===== src/rtl/bram_loader_pkg.sv =====
// Shared FSM encoding and default geometry for the BRAM stream loader.
// No logic; no latency; no backpressure.
// Flow control is handled entirely by the modules that import this package.
package bram_loader_pkg;

    localparam int CNT_BIT_DEF  = 31;
    localparam int DWIDTH_DEF   = 32;
    localparam int AWIDTH_DEF   = 12;
    localparam int MEM_SIZE_DEF = 4096;

    typedef enum logic [2:0] {
        ST_IDLE    = 3'd0,
        ST_LOAD_B0 = 3'd1,
        ST_LOAD_B1 = 3'd2,
        ST_LOAD_B2 = 3'd3,
        ST_DONE    = 3'd4
    } state_t;

endpackage


===== src/rtl/bram_wr_port.sv =====
// Registered BRAM port-A write driver for one bank.
// Latency: 1 cycle from write request to ce/we/addr/d on the BRAM pins.
// No backpressure: the BRAM accepts every write; ce/we low on idle cycles.
module bram_wr_port #(
    parameter int AWIDTH = 12,
    parameter int DWIDTH = 32
) (
    input  logic              clk,
    input  logic              reset_n,
    input  logic              i_wr,
    input  logic [AWIDTH-1:0] i_addr,
    input  logic [DWIDTH-1:0] i_data,
    output logic [AWIDTH-1:0] o_addr,
    output logic              o_ce,
    output logic              o_we,
    output logic [DWIDTH-1:0] o_d
);

    logic              wr_q,   wr_d;
    logic [AWIDTH-1:0] addr_q, addr_d;
    logic [DWIDTH-1:0] dat_q,  dat_d;

    // Address and data hold between writes so the BRAM pins stay quiet.
    always_comb begin
        wr_d   = i_wr;
        addr_d = addr_q;
        dat_d  = dat_q;
        if (i_wr) begin
            addr_d = i_addr;
            dat_d  = i_data;
        end
    end

    always_ff @(posedge clk or negedge reset_n) begin
        if (!reset_n) begin
            wr_q   <= 1'b0;
            addr_q <= '0;
            dat_q  <= '0;
        end else begin
            wr_q   <= wr_d;
            addr_q <= addr_d;
            dat_q  <= dat_d;
        end
    end

    assign o_addr = addr_q;
    assign o_ce   = wr_q;
    assign o_we   = wr_q;
    assign o_d    = dat_q;

endmodule


===== src/rtl/bram_stream_loader.sv =====
// Loads a valid/ready word stream into three BRAM banks (node, weight, bias), count words each.
// Latency: write 1 cycle after each accepted beat; o_done 2 cycles after the last beat.
// Backpressure: s_ready high only while loading a bank. Option: LOADER_CHECKSUM_EN adds o_checksum.
module bram_stream_loader
    import bram_loader_pkg::*;
#(
    parameter int CNT_BIT  = CNT_BIT_DEF,
    parameter int DWIDTH   = DWIDTH_DEF,
    parameter int AWIDTH   = AWIDTH_DEF,
    parameter int MEM_SIZE = MEM_SIZE_DEF
) (
    input  logic               clk,
    input  logic               reset_n,
    input  logic               i_run,
    input  logic [CNT_BIT-1:0] i_num_cnt,
    output logic               o_idle,
    output logic               o_load,
    output logic               o_done,
`ifdef LOADER_CHECKSUM_EN
    output logic [DWIDTH-1:0]  o_checksum,
`endif
    input  logic               s_valid,
    input  logic [DWIDTH-1:0]  s_data,
    output logic               s_ready,
    output logic [AWIDTH-1:0]  addr_b0,
    output logic               ce_b0,
    output logic               we_b0,
    output logic [DWIDTH-1:0]  d_b0,
    output logic [AWIDTH-1:0]  addr_b1,
    output logic               ce_b1,
    output logic               we_b1,
    output logic [DWIDTH-1:0]  d_b1,
    output logic [AWIDTH-1:0]  addr_b2,
    output logic               ce_b2,
    output logic               we_b2,
    output logic [DWIDTH-1:0]  d_b2
);

    state_t             state_q, state_d;
    logic [CNT_BIT-1:0] num_q,   num_d;
    logic [AWIDTH-1:0]  addr_q,  addr_d;
    logic               done_q,  done_d;

    logic [CNT_BIT-1:0] num_clamp;
    logic               beat;
    logic               last_beat;
    logic [2:0]         wr_en;

    assign beat      = s_valid & s_ready;
    assign last_beat = beat && (CNT_BIT'(addr_q) == (num_q - CNT_BIT'(1)));

    // Clamping at latch time bounds the address counter to MEM_SIZE-1.
    always_comb begin
        num_clamp = i_num_cnt;
        if (i_num_cnt > CNT_BIT'(MEM_SIZE))
            num_clamp = CNT_BIT'(MEM_SIZE);
    end

    always_ff @(posedge clk or negedge reset_n) begin
        if (!reset_n) begin
            state_q <= ST_IDLE;
            num_q   <= '0;
            addr_q  <= '0;
            done_q  <= 1'b0;
        end else begin
            state_q <= state_d;
            num_q   <= num_d;
            addr_q  <= addr_d;
            done_q  <= done_d;
        end
    end

    always_comb begin
        state_d = state_q;
        num_d   = num_q;
        addr_d  = addr_q;
        done_d  = (state_q == ST_DONE);
        case (state_q)
            ST_IDLE: begin
                if (i_run) begin
                    num_d   = num_clamp;
                    addr_d  = '0;
                    state_d = (num_clamp == '0) ? ST_DONE : ST_LOAD_B0;
                end
            end
            ST_LOAD_B0, ST_LOAD_B1, ST_LOAD_B2: begin
                if (last_beat) begin
                    addr_d = '0;
                    case (state_q)
                        ST_LOAD_B0: state_d = ST_LOAD_B1;
                        ST_LOAD_B1: state_d = ST_LOAD_B2;
                        default:    state_d = ST_DONE;
                    endcase
                end else if (beat) begin
                    addr_d = addr_q + AWIDTH'(1);
                end
            end
            ST_DONE: state_d = ST_IDLE;
            default: state_d = ST_IDLE;
        endcase
    end

    always_comb begin
        o_idle  = (state_q == ST_IDLE);
        o_load  = 1'b0;
        s_ready = 1'b0;
        wr_en   = 3'b000;
        case (state_q)
            ST_LOAD_B0: begin o_load = 1'b1; s_ready = 1'b1; wr_en = {2'b00, s_valid}; end
            ST_LOAD_B1: begin o_load = 1'b1; s_ready = 1'b1; wr_en = {1'b0, s_valid, 1'b0}; end
            ST_LOAD_B2: begin o_load = 1'b1; s_ready = 1'b1; wr_en = {s_valid, 2'b00}; end
            default: ;
        endcase
    end

    assign o_done = done_q;

`ifdef LOADER_CHECKSUM_EN
    logic [DWIDTH-1:0] sum_q, sum_d;

    always_comb begin
        sum_d = sum_q;
        if (state_q == ST_IDLE && i_run)
            sum_d = '0;
        else if (beat)
            sum_d = sum_q + s_data;
    end

    always_ff @(posedge clk or negedge reset_n) begin
        if (!reset_n) sum_q <= '0;
        else          sum_q <= sum_d;
    end

    assign o_checksum = sum_q;
`endif

    bram_wr_port #(.AWIDTH(AWIDTH), .DWIDTH(DWIDTH)) u_wr_b0 (
        .clk(clk), .reset_n(reset_n), .i_wr(wr_en[0]), .i_addr(addr_q), .i_data(s_data),
        .o_addr(addr_b0), .o_ce(ce_b0), .o_we(we_b0), .o_d(d_b0)
    );

    bram_wr_port #(.AWIDTH(AWIDTH), .DWIDTH(DWIDTH)) u_wr_b1 (
        .clk(clk), .reset_n(reset_n), .i_wr(wr_en[1]), .i_addr(addr_q), .i_data(s_data),
        .o_addr(addr_b1), .o_ce(ce_b1), .o_we(we_b1), .o_d(d_b1)
    );

    bram_wr_port #(.AWIDTH(AWIDTH), .DWIDTH(DWIDTH)) u_wr_b2 (
        .clk(clk), .reset_n(reset_n), .i_wr(wr_en[2]), .i_addr(addr_q), .i_data(s_data),
        .o_addr(addr_b2), .o_ce(ce_b2), .o_we(we_b2), .o_d(d_b2)
    );

endmodule


===== config.mk =====
export PLATFORM = sky130hd
export DESIGN_NAME = bram_stream_loader
export DESIGN_NICKNAME = d
export VERILOG_FILES = /design/src/rtl/bram_loader_pkg.sv /design/src/rtl/bram_wr_port.sv /design/src/rtl/bram_stream_loader.sv
export SDC_FILE = /design/constraint.sdc
export NUM_CORES = 1
export LEC_CHECK = 0
export CORE_MARGIN = 8
export CORE_UTILIZATION = 35
export DETAILED_ROUTE_END_ITERATION = 8
export RECOVER_POWER = 25
export SLEW_MARGIN = 20
export SYNTH_ARGS = -nofsm -noshare
export SYNTH_HDL_FRONTEND = slang
export SYNTH_SLANG_ARGS = --single-unit

===== constraint.sdc =====
create_clock -name clk -period 3.8 [get_ports clk]
set_input_delay 0.57 -clock clk [delete_from_list [all_inputs] [get_ports clk]]
set_output_delay 0.57 -clock clk [all_outputs]
set_load 0.01 [all_outputs]

==> impl_metrics.tcl <==
set metrics [dict create \
    clockBufferDepth 2 \
    finalPower_uw 4710 \
    grt_setup_unrepaired "no" \
    finClkSkew_ns 0.0130 \
    wl_per_cell_um 18.5 \
    endpoint_kind "flop" \
    cp_max_fo 12 \
    fillers 1996 \
    drc 0 \
    syn2layout_area_growth_pct 38.1 \
    core_area_mm2 0.0218 \
    syn-num-nets 730 \
    dieArea_mm2 0.0271 \
    yosysUniqueCellTypes 53 \
    cts_buffers 17 \
    synth_compound_area_share_pct 5.29 \
    min_period_ns 3.12 \
    post-route-util_pct 49.0 \
    wirelength_um 21300 \
    synth-simple-area-share_pct 16.9 \
    grt-busiest-layer "met2" \
    status "finished, violations left" \
    antenna_left 0 \
    failed_checks "max-capacitance violations, max-slew violations" \
    grt_usage_pct 15.7 \
    fin_crit_sh_pct 82.1 \
    antenna_cells 0 \
    cts_tree "built" \
    cp.arrival_ns 3.42 \
    vias_per_cell 4.88 \
    drv_cap 1 \
    finalSetupViolations 0 \
    grt_max_degree 64 \
    tightest_slew_ns 2.84 \
    start_util_pct 35.5 \
    vias 5627 \
    dp_hpwl_um 15500 \
    cts-root-buf "clkbuf_16" \
    p_leak_uw 0.00483 \
    cellPowerDensity_mw_per_mm2 441 \
    htree_num_levels 4 \
    path_clk_slew_ns 0.07 \
    gr-total-overflow 0 \
    drtPass1Iterations 4 \
    worstHoldPathType "reg -> reg" \
    syn_avg_cell_area_um2 11.7 \
    r2r-start "num_q[0]" \
    gr-usage-met1_pct 20.3 \
    crit_required_ns 4.10 \
    chipWidth_um 165 \
    syn_area_mm2 0.00773 \
    worstSetupPathType "reg -> reg" \
    slew_viol_final 63 \
    rows 54 \
    drtIter0Drc 252 \
    met3_usage_pct 3.46 \
    synth-adder-area-share_pct 0.324 \
    nets 929 \
    boundaryPins 209 \
    finalHoldViolations 0 \
    cp-startpoint "num_q[0]" \
    fp.dieH_um 165 \
    cts_setup_buffers 0 \
    synthMuxAreaShare_pct 13.2 \
    synthArstFlopShare_pct 100 \
    gp_congestion 0.778 \
    ys_warn_count 0 \
    crit_slowest_cell "or4_1" \
    synthFlopType "dfrtp_1" \
    cts_resized 0 \
    cts_sinks 182 \
    antenna_found_initial 0 \
    cpPeakStageDelay_ns 0.73 \
    hold_buffers 0 \
    final_common_cell "clkdlybuf4s50_1" \
    max_freq_mhz 320 \
    clkLatencyLatePin_ns 0.43 \
    final_cell_mix "clkdlybuf4s50_1, dfrtp_1, nand2_1" \
    synthCells 661 \
    min_from "u_wr_b2.o_d[14]" \
    cp-start-kind "flop" \
    ys_seq_elements 182 \
    synth-edff-count 0 \
    maxSlewHeadroom_pct -89.0 \
    grt_util_met2_pct 25.4 \
    synth_top_family_by_area "simple AND/OR/NAND/NOR gates" \
    synthXorXnorAreaFrac_pct 2.61 \
    port_buffers 208 \
    drive_gt1_share_pct 17.5 \
    grt_pass1_wl_um 33000 \
    grt_pass1_vias 5737 \
    fin_tns_setup_ns 0 \
    path_cells "or4_1 -> o21a_1 -> or3_1 -> a21boi_1 -> o22ai_1 -> nor4_4 -> nand2b_4 -> o21ai_0" \
    yosysSeqAreaShare_pct 58.9 \
    irDropWorstVdd_mv 0.210 \
]
-- worst max-delay path: cells and delay by family, from the launching register on --
kind / cells / cell delay [ns]
DFF: 1 / 0.44
and+or+nand+nor: 4 / 1.89
AOI/OAI and AO/OA: 4 / 0.67
-- sequential cells by signal (all words and copies together), names as in the netlist --
signal          count
state_q             3
u_wr_b0.o_addr     12
num_q              31
o_done              1
u_wr_b2.o_addr     12
addr_q             12
u_wr_b0.o_d        32
u_wr_b2.o_d        32
u_wr_b1.o_d        32
u_wr_b1.o_addr     12
u_wr_b1.o_ce        1
u_wr_b0.o_ce        1
u_wr_b2.o_ce        1
-- layer usage --
metal  wire (µm)  share of wire (%)
met3        1210                5.7
met4         465                2.2
met5           0                  0
met1        9320                 44
met2       10300                 48
-- layout make-up --
type                       instances  area (µm²)  share of cell area, %
sequential                       182        4550                   42.7
clock buffer                      18         439                   4.12
timing repair buffer             221        2220                   20.8
inverter                           4        15.0                  0.141
clock inverter                    13         109                   1.02
multi-input combinational        434        2980                   28.0
tap                              280         350                   3.28
-- synthesized netlist by cell type, types with 2 or more instances --
| library cell | n | share of area, % |
|---|---|---|
| clkbuf_1 | 33 | 1.6 |
| nor3_1 | 10 | 0.65 |
| nand3_1 | 6 | 0.39 |
| a311oi_1 | 3 | 0.34 |
| nor4b_1 | 3 | 0.34 |
| o21a_1 | 2 | 0.19 |
| nand4_1 | 9 | 0.73 |
| inv_1 | 3 | 0.15 |
| dfrtp_1 | 182 | 59 |
| and3_1 | 6 | 0.49 |
| a22o_1 | 12 | 1.4 |
| a21oi_2 | 9 | 1.0 |
| nand3b_1 | 3 | 0.29 |
| mux2_2 | 89 | 13 |
| or4_1 | 5 | 0.49 |
| nor2_1 | 19 | 0.92 |
| nand2b_1 | 4 | 0.32 |
| nand4b_1 | 4 | 0.45 |
| nand2_1 | 147 | 7.1 |
| a21oi_1 | 8 | 0.52 |
| nor3b_1 | 3 | 0.29 |
| o21ai_0 | 6 | 0.39 |
| or3_1 | 3 | 0.24 |
| nor4_4 | 2 | 0.55 |
| buf_4 | 4 | 0.39 |
| a211oi_1 | 4 | 0.39 |
| and2_1 | 19 | 1.5 |
| nor4_1 | 13 | 1.1 |
| ha_1 | 2 | 0.32 |
| xnor2_1 | 15 | 1.7 |
| nor2b_1 | 4 | 0.32 |
| xor2_1 | 8 | 0.91 |
-- where the power goes --
part | total, µW | internal (µW) | leakage, µW | switching, µW
clock network | 1650 | 870 | 0.000263 | 781
registers | 2250 | 2110 | 0.00239 | 145
logic | 804 | 453 | 0.00218 | 352
-- final timing paths --
path	end	slack (ns)	cells past startpoint
min in group asynchronous	u_wr_b2.o_d[13]	1.21	1
max in group asynchronous	u_wr_b2.o_ce	0.91	2
min reg2reg	u_wr_b2.o_d[14]	0.47	2
min	u_wr_b2.o_d[14]	0.47	2
max	addr_q[1]	0.68	8
max reg2reg	addr_q[1]	0.68	8
-- stage by stage --
stage,cell area [µm²],cells,hold WS (ns),setup WS (ns)
global route,10700,1152,0.495,0.361
finish,10700,1152,0.473,0.678
global placement,10100,1121,0.457,0.687
floorplan,7730,661,0.274,1.06
CTS,10700,1152,0.136,0.649
detailed placement,10100,1121,0.461,0.620
-- kinds of logic after synthesis --
family,Yosys count
DFF,182
xor gates and xnor gates,23
muxes,91
buffers and inverters,45
adders and majority gates,2
AOI/OAI and AO/OA,53
and+or+nand+nor,265
No activity file was read; power rests on OpenSTA's default activity.
